[config.mk]
export PLATFORM = sky130hd
export DESIGN_NAME = spi_shift_register
export DESIGN_NICKNAME = d
export VERILOG_FILES = /design/src/rtl/spi_pkg.sv /design/src/rtl/spi_shift_register.sv
export SDC_FILE = /design/constraint.sdc
export NUM_CORES = 1
export LEC_CHECK = 0
export CAP_MARGIN = 20
export CORE_MARGIN = 2
export CORE_UTILIZATION = 60
export CTS_BUF_LIST = sky130_fd_sc_hd__clkbuf_8
export DETAILED_ROUTE_END_ITERATION = 8
export DONT_BUFFER_PORTS = 1
export PLACE_DENSITY = 0.77
export SETUP_SLACK_MARGIN = 0.15
export SLEW_MARGIN = 15
export SYNTH_ARGS = -nofsm -noshare
export SYNTH_HDL_FRONTEND = slang
export SYNTH_SLANG_ARGS = --single-unit
[constraint.sdc]
create_clock -name PCLK -period 2.9 [get_ports PCLK]
set_clock_uncertainty 0.1 [all_clocks]
set_input_delay 0.58 -clock PCLK [delete_from_list [all_inputs] [get_ports PCLK]]
set_output_delay 0.58 -clock PCLK [all_outputs]
set_load 0.05 [all_outputs]
[src/rtl/spi_pkg.sv]
// Shared SPI master definitions: datapath widths and the bit-order helper
// used by both the transmit and receive paths.
package spi_pkg;

  localparam int DATA_W = 8;
  localparam int CNT_W  = 3;

  // Maps a transfer position to a register bit; MSB-first walks down from bit 7.
  function automatic logic [CNT_W-1:0] bit_idx(input logic [CNT_W-1:0] cnt,
                                               input logic             lsbfe);
    return lsbfe ? cnt : (CNT_W'(DATA_W - 1) - cnt);
  endfunction

endpackage

[src/rtl/spi_shift_register.sv]
// SPI master serialiser/deserialiser: drives mosi and assembles miso bytes
// at the instants marked by the baud generator's flag pulses.
module spi_shift_register
  import spi_pkg::*;
(
  input  logic              PCLK,
  input  logic              PRESETn,
  input  logic              ss,
  input  logic              send_data,
  input  logic              lsbfe,
  input  logic              cpha,
  input  logic              cpol,
  input  logic              flag_low,
  input  logic              flag_high,
  input  logic              flags_low,
  input  logic              flags_high,
  input  logic              miso,
  input  logic              receive_data,
  input  logic [DATA_W-1:0] data_mosi,
  output logic [DATA_W-1:0] data_miso,
  output logic              mosi
);

  logic [DATA_W-1:0] tx_reg;
  logic [DATA_W-1:0] rx_reg;
  logic [CNT_W-1:0]  tx_cnt;
  logic [CNT_W-1:0]  rx_cnt;
  logic              same;
  logic              drive;
  logic              sample;

  // Modes 0 and 3 drive ahead of the falling edge and sample on the rising edge.
  always_comb begin
    same   = (cpha == cpol);
    drive  = same ? flags_low : flags_high;
    sample = same ? flag_high : flag_low;
  end

  always_ff @(posedge PCLK or negedge PRESETn) begin
    if (!PRESETn) begin
      tx_reg    <= '0;
      rx_reg    <= '0;
      data_miso <= '0;
      mosi      <= 1'b0;
      tx_cnt    <= '0;
      rx_cnt    <= '0;
    end else begin
      if (send_data) begin
        tx_reg <= data_mosi;
      end

      // While idle, pre-present the first bit so cpha=0 has data before the first edge.
      if (ss) begin
        tx_cnt <= '0;
        rx_cnt <= '0;
        mosi   <= lsbfe ? tx_reg[0] : tx_reg[DATA_W-1];
      end else begin
        if (drive) begin
          mosi   <= tx_reg[bit_idx(tx_cnt, lsbfe)];
          tx_cnt <= tx_cnt + CNT_W'(1);
        end
        if (sample) begin
          rx_reg[bit_idx(rx_cnt, lsbfe)] <= miso;
          rx_cnt                         <= rx_cnt + CNT_W'(1);
        end
      end

      if (receive_data) begin
        data_miso <= rx_reg;
      end
    end
  end

endmodule

# Word-level counts from Yosys, hierarchy flattened
# Cells that the tools add are included.
[totals] wordCells=35 input_bits=21 reg_bits=31
[classes] n_reduce_logical=4 mux=16 eq_ne=1 add_sub_neg=4 magnitude_cmp=3 n_bitwise=1
[ops] operator="two-way mux 3 bit" n=6
[ops] operator="bitwise mux 8 bit" n=1
[ops] operator="< comparator 3 x 4 -> 1 bit (second input constant)" n=2
[ops] operator="two-way mux 1 bit" n=7
[ops] operator="adder 3 x 1 -> 3 bit (second input constant)" n=2
[ops] operator="subtractor 3 bit (first input constant)" n=2
[ops] operator="nonzero test 2 bit" n=2
[ops] operator="binary-select mux 1 bit (select 3 bit)" n=1
[ops] operator="demux 1 bit (select 3 bit)" n=1
[ops] operator="greater-or-equal comparator 3 x 1 -> 1 bit (second input constant)" n=1
[ops] operator="AND reduction 2 bit" n=1
[ops] operator="equality test 1 bit" n=1
[ops] operator="logical AND 1 bit" n=1
[ops] operator="inverter 1 bit" n=1

# Depth between registers and ports, before layout
# Gate-level depths: netlist of run 1.
[depth] depth_word=7 ltp_mapped=6 mapped_depth_nobuf=4

# Worst setup path after synthesis of run 1
# OpenSTA, ideal clock, no wires.
[synth_path] path_kind="input port to flip-flop" from="in lsbfe" to="reg mosi" path_stages=5 arrival_ns=1.671 path_slack_ns=1.000 n_path_buf=2 setup_ns=0.129 cell_sequence="clkbuf_1 -> clkbuf_1 -> o311ai_0 -> a221oi_1 -> o31ai_1"
[synth_between] elab_chain_cells=5
[synth_rtl] element="start: declaration" line="spi_shift_register.sv:10" rtl="input logic lsbfe,"
[synth_rtl] element="two-way mux 3 bit" line="spi_pkg.sv:11" rtl="return lsbfe ? cnt : (CNT_W'(DATA_W - 1) - cnt);"
[synth_rtl] element="binary-select mux 1 bit (select 3 bit)" line="spi_shift_register.sv:59" rtl="mosi <= tx_reg[bit_idx(tx_cnt, lsbfe)];"
[synth_rtl] element="two-way mux 1 bit (not written as such)" line="spi_shift_register.sv:59"
[synth_rtl] element="two-way mux 1 bit" line="spi_shift_register.sv:58" rtl="if (drive) begin"
[synth_rtl] element="two-way mux 1 bit *" line="spi_shift_register.sv:53" rtl="if (ss) begin"
[synth_rtl] element="end signal: assignment" line="spi_shift_register.sv:56" rtl="mosi <= lsbfe ? tx_reg[0] : tx_reg[DATA_W-1];"
[synth_rtl] element="end signal: assignment" line="spi_shift_register.sv:59"
[synth_rtl] element="end: declaration" line="spi_shift_register.sv:21" rtl="output logic mosi"
# Mark *: on every way between the ends. The rest lies on a longest branch, timed or not. The select of a mux whose other input is x is not followed.
# A chain may end at the register's enable or synchronous reset.

# Worst setup path in the final report of run 1
[layout_path] from="reg rx_cnt[0]" to="reg rx_reg[3]"
[layout_between] elab_chain_cells=7
[layout_rtl] element="start: declaration" line="spi_shift_register.sv:27" rtl="logic [CNT_W-1:0] rx_cnt;"
[layout_rtl] element="start signal: assignment" line="spi_shift_register.sv:64" rtl="rx_cnt <= rx_cnt + CNT_W'(1);"
[layout_rtl] element="subtractor 3 bit" line="spi_pkg.sv:11"
[layout_rtl] element="two-way mux 3 bit *" line="spi_pkg.sv:11"
[layout_rtl] element="< comparator 3 x 4 -> 1 bit (not written as such) / greater-or-equal comparator 3 x 1 -> 1 bit (equally long branches)" line="spi_shift_register.sv:63" rtl="rx_reg[bit_idx(rx_cnt, lsbfe)] <= miso;"
[layout_rtl] element="logical AND 1 bit (not written as such)" line="spi_shift_register.sv:63"
[layout_rtl] element="two-way mux 1 bit (not written as such)" line="spi_shift_register.sv:63"
[layout_rtl] element="demux 1 bit (select 3 bit) *" line="spi_shift_register.sv:63"
[layout_rtl] element="bitwise mux 8 bit *" line="spi_shift_register.sv:63"
[layout_rtl] element="end signal: indexed assignment" line="spi_shift_register.sv:63"
[layout_rtl] element="end: declaration" line="spi_shift_register.sv:25" rtl="logic [DATA_W-1:0] rx_reg;"
# Mark *: on every way between the ends. The rest lies on a longest branch, timed or not.

==> results of run 1 <==
==> Yosys cell counts, types with 3 or more instances <==
library cell	n	area [um2]
dfrtp_1	31	776
mux2_2	17	191
clkbuf_1	13	48.8
inv_1	13	48.8
nand2_1	12	45.0
or3_1	9	56.3
mux2i_1	8	80.1
nor2_1	7	26.3
o21ai_0	7	35.0
o32ai_1	6	52.6
a221oi_1	5	43.8
nand3b_1	5	37.5
o41ai_1	5	43.8
nor3_1	4	20.0
a211oi_1	3	22.5
a21oi_1	3	15.0
a31oi_1	3	18.8
a41oi_1	3	26.3
==> worst paths after layout <==
kind,depth (start not counted),endpoint,slack (ps)
max,4,rx_reg[3],1010
min,1,rx_cnt[2],4
max reg2reg,4,rx_reg[3],1010
min reg2reg,1,data_miso[3],440
max in group asynchronous,1,tx_reg[1],2520
min in group PCLK,1,rx_cnt[2],250
==> report_power, final <==
| part | leakage, uW | switching (uW) | internal, uW |
|---|---|---|---|
| clock | 0.0000612 | 165 | 278 |
| sequential | 0.000386 | 230 | 523 |
| combinational | 0.000340 | 113 | 135 |
==> layer usage <==
layer / vias up / part of all wire / track usage
met5: - / 0 / 0
met4: 0 / 0.020 / 0.114
met3: 13 / 0.065 / 0.0813
met2: 69 / 0.54 / 0.422
met1: 727 / 0.38 / 0.274
li1: 652 / - / -
==> cell families after synthesis <==
group                    Yosys count  synth area share
AO/OA/AOI/OAI                     43             0.181
adder cells (fa/ha/maj)            2            0.0139
multiplexers                      25             0.151
XOR/XNOR                           3            0.0188
AND/OR/NAND/NOR                   48             0.144
buffers and inverters             28            0.0599
flip-flops                        31             0.431
==> what timing repair did <==
| item | in CTS | in global routing |
|---|---|---|
| endpoints found under the setup margin | 0 | 0 |
| hold endpoints to repair | 31 | 0 |
| hold buffers | 1 | 0 |
==> placed cells by master (no fill, tap or decap), drive strengths merged, types with 3 or more instances in the layout <==
| cell | instances |
|---|---|
| mux2i | 8 |
| mux2 | 17 |
| nor3 | 4 |
| inv | 13 |
| clkbuf | 6 |
| a221oi | 5 |
| o32ai | 6 |
| a41oi | 3 |
| o21ai | 7 |
| dfrtp | 31 |
| nand2 | 12 |
| a21oi | 3 |
| o41ai | 5 |
| or3 | 9 |
| a31oi | 3 |
| nor2 | 7 |
| nand3b | 5 |
| a211oi | 3 |
==> final cells by class <==
cell class / instances / area, um2 / area share
multi-input cells: 121 / 915 / 0.476
clock inverters: 2 / 35.0 / 0.0182
well taps: 31 / 38.8 / 0.0202
clock buffers: 6 / 82.6 / 0.0429
repair buffers: 2 / 27.5 / 0.0143
inverters: 13 / 48.8 / 0.0254
flip-flops and latches: 31 / 776 / 0.403
==> stage by stage <==
stage | cell area [um2] | cells | utilization | hold slack (ps)
after global placement | 1790 | 197 | 0.636 | 185
after global routing | 1920 | 206 | 0.686 | 12.4
after CTS | 1920 | 206 | 0.686 | 14.0
after floorplan | 1800 | 180 | - | 184
final | 1920 | 206 | 0.686 | 3.70
after detailed placement | 1790 | 197 | 0.636 | 185
==> impl_metrics.tcl, run 1 <==
set metrics [dict create \
    status "completed" \
    r2r-start "rx_cnt[0]" \
    critical_path.top_delay_family "flip-flops" \
    critical_path_peak_fanout 11 \
    setup_tns_ps 0 \
    nets 197 \
    clock_latency_ps 290 \
    end_kind "flip-flop" \
    fillers 209 \
    yosysWarnings 0 \
    synth-main-ff-cell "dfrtp_1" \
    first_pass_iters 6 \
    crit_chain "inv_1 > or3_1 > o41ai_1 > a222oi_1" \
    start_util 0.641 \
    slew_violations 0 \
    max-slew-margin-rel 0.596 \
    cts_buffers 5 \
    dpl.hpwl_um 2720 \
    antenna_found_initial 0 \
    cts.path.max_buffers 2 \
    diodes 0 \
    routedWlPerCell_um 18.8 \
    hold_viol 0 \
    h-tree-depth 2 \
    crit_type "flip-flop to flip-flop" \
    vias 1461 \
    slowest_stage "dfrtp_1" \
    synth_nets 203 \
    cts.repair.resized 0 \
    drt-initial-drc-count 64 \
    routed_wl_um 3880 \
    grt_pass1_wl_um 6290 \
    tightest_slew_ps 605 \
    ys_seq_area_frac 0.431 \
    dpl_worst_slack_ps 811 \
    drc 0 \
    die_h_um 58.7 \
    cts.clk_slew.worst_paths_ps 70 \
    dieArea_um2 3450 \
    postCtsSetupRepairBufs 0 \
    setup.worst_path.start_class "flip-flop" \
    crit_required_ps 2920 \
    synth_cell_types 35 \
    fmaxAchievable_mhz 528 \
    grt_pass1_vias 1436 \
    synth_area_um2 1800 \
    cts-root-buf "clkbuf_8" \
    setup_viol 0 \
    pin_count 30 \
    hold_path_class "primary input to async pin" \
    core_area_um2 2810 \
    rsz0062_at_grt "no" \
    synth_edf_count 0 \
    areaGrowthSynthToFinish_pct 6.96 \
    peakVddDrop_mv 0.438 \
    path_buf_inv 1 \
    drive_gt1_frac 0.171 \
    min_period_ps 1890 \
    grt_use_total 0.246 \
    port_buffers 0 \
    cts_tree "yes" \
    antenna_left 0 \
    fin_ws_ps 1010 \
    powerDensity_nw_per_um2 751 \
    die_w_um 58.7 \
    max_stage_delay_ps 540 \
    grt-ovfl-total 0 \
    syn_inst 180 \
    clkSinkCount 31 \
    place.gp.congestion 0.941 \
    rows 19 \
    async_reset_ff_frac 1.00 \
    maxCapViolations 0 \
    avgSynthCellArea_um2 9.99 \
    ys_ff_latch 31 \
    cp_data_arrival_time_ps 1920 \
    routed_via_density 7.09 \
    grt_max_degree 32 \
    post-route-period-util 0.653 \
    p_total_uw 1440 \
    critPathLaunch "rx_cnt[0]" \
    p_leak_uw 0.000788 \
]
No activity file was read; power rests on OpenSTA's default activity.
==> run 2, diff against run 1 <==
ABC_AREA = 1   (was unset)
CORE_UTILIZATION = 58   (was 60)
clock period = 1.6 ns   (was 2.9 ns; I/O delays follow)
==> impl_metrics.tcl, run 2 <==
set metrics [dict create \
    cts.clk_slew.worst_paths_ps 60 \
    powerDensity_nw_per_um2 1520 \
    hold_path_class "primary input to flip-flop" \
    cp-endpoint "mosi" \
    dpl_worst_slack_ps 280 \
    yosysWarnings 0 \
    cts-root-buf "clkbuf_8" \
    layout_commonest_cell "nand2_1" \
    synth_top_area_frac 0.502 \
    syn_inst 189 \
    grt_pass1_wl_um 4690 \
    die_w_um 55.6 \
    end_kind "flip-flop" \
    ys_seq_area_frac 0.502 \
    synth_area_um2 1540 \
    r2r-end "mosi" \
    dieArea_um2 3090 \
    p_leak_uw 0.000851 \
    critical_path_peak_fanout 5 \
    place.gp.congestion 0.903 \
    synth_most_common_cell "nand2_1" \
    drc 0 \
    vias 1184 \
    die_h_um 55.6 \
    core_area_um2 2500 \
    avgSynthCellArea_um2 8.17 \
    final_cell_mix "45 x nand2_1, 31 x dfrtp_1, 26 x inv_1" \
    synth_cell_types 25 \
    setup_viol 0 \
    grt_max_degree 32 \
    r2r-start "tx_cnt[0]" \
    grt_use_total 0.197 \
    start_util 0.618 \
    yosysTopAreaCell "dfrtp_1" \
    cts_buffers 5 \
    tightest_slew_ps 475 \
    h-tree-depth 2 \
    grt-ovfl-total 0 \
    critPathLaunch "tx_cnt[0]" \
    slew_violations 0 \
    slowest_stage "dfrtp_1" \
    crit_required_ps 1660 \
    status "completed" \
    synth_area_leaders "dfrtp_1 50%, nand2_1 11%, inv_1 6.3%" \
    cts.repair.resized 0 \
    async_reset_ff_frac 1.00 \
    cts.path.max_buffers 2 \
    setup_tns_ps 0 \
    clock_latency_ps 270 \
    rows 18 \
    synth_nets 212 \
    antenna_left 0 \
    fillers 204 \
    first_pass_iters 4 \
    rsz0062_at_grt "no" \
    areaGrowthSynthToFinish_pct 9.72 \
    max-slew-margin-rel 0.683 \
    diodes 0 \
    cp_data_arrival_time_ps 1400 \
    fin_ws_ps 266 \
    routed_wl_um 2660 \
    crit_type "flip-flop to flip-flop" \
    setup.worst_path.start_class "flip-flop" \
    maxCapViolations 0 \
    crit_chain "inv_1 > nand2_2 > nand2_1 > nand2_1 > nand3_1 > nand3b_1 > nand3_1 > a21oi_1" \
    dpl.hpwl_um 2020 \
    drt-initial-drc-count 35 \
    routedWlPerCell_um 11.8 \
    port_buffers 0 \
    drive_gt1_frac 0.138 \
    hold_viol 0 \
    r2r_cells 8 \
    synth_edf_count 0 \
    nets 219 \
    antenna_found_initial 0 \
    ys_ff_latch 31 \
    routed_via_density 5.24 \
    peakVddDrop_mv 1.17 \
    post-route-period-util 0.834 \
    synth.top_cells.by_count "45 x nand2_1, 31 x dfrtp_1, 26 x inv_1" \
    min_period_ps 1330 \
    max_stage_delay_ps 410 \
    pin_count 30 \
    grt_pass1_vias 1125 \
    fmaxAchievable_mhz 750 \
    r2r_slack_ps 270 \
    clkSinkCount 31 \
    synth-main-ff-cell "dfrtp_1" \
    cts_tree "yes" \
]
run 2: worst min path at each step:
stage	start	endpoint	slack, ps	cells past startpoint
after floorplan	PRESETn	data_miso[0]	-80	0
final	receive_data	data_miso[4]	20	1
after detailed placement	PRESETn	data_miso[2]	-70	0
after global placement	PRESETn	data_miso[1]	-70	0
after global routing	receive_data	data_miso[4]	10	1
after CTS	receive_data	data_miso[4]	20	1
run 2: cells by family (layout without fill, tap and decap cells):
logic type                 Yosys count  in the layout  share of synthesized area
xor gates and xnor gates             4              4                     0.0276
adders and majority gates            2              2                     0.0162
DFF                                 31             31                      0.502
AOI/OAI and AO/OA                   34             34                      0.114
buffers and inverters               34             41                     0.0859
muxes                                2              2                     0.0146
and+or+nand+nor                     82             82                      0.239
run 2: power by group:
part / internal [uW] / switching (uW) / leakage (uW)
logic: 210 / 308 / 0.000427
clock network: 336 / 261 / 0.0000470
registers: 1010 / 446 / 0.000377
run 2: worst max-delay path, delay by kind of cell (launching register included):
kind	cells	cell delay (ps)
flip-flops	1	410
AO/OA/AOI/OAI	1	60
buffers and inverters	1	130
AND/OR/NAND/NOR	6	510
run 2: stage by stage:
stage               std cells  area (um2)  power (uW)   util  hold slack (ps)
global placement          216        1570        1940  0.628            -75.0
global route              226        1690        2740  0.678             14.7
detailed placement        216        1570        1980  0.628            -75.0
floorplan                 189        1540        1870      -            -75.6
finish                    226        1690        2570  0.678             23.6
CTS                       225        1690        2600  0.675             17.4
run 2: layout make-up:
type	instances	area, um2	share of cell area
Timing Repair Buffer	4	45.0	0.0266
Sequential cell	31	776	0.458
Inverter	30	113	0.0665
Multi-Input combinational cell	124	636	0.375
Clock inverter	1	5.00	0.00295
Clock buffer	6	82.6	0.0487
Tap cell	30	37.5	0.0222
run 2: repair_timing:
| action | 4_1_cts | 5_1_grt |
|---|---|---|
| hold endpoints to repair | 31 | 0 |
| buffers inserted | 0 | 1 |
| endpoints found under the setup margin | 0 | 1 |
| hold buffers | 2 | 0 |
run 2: layer usage:
metal,share of wire,GRT usage,vias to the layer above
li1,-,-,607
met5,0,0,-
met4,0.015,0.115,0
met3,0.058,0.0581,7
met2,0.54,0.342,34
met1,0.39,0.211,536
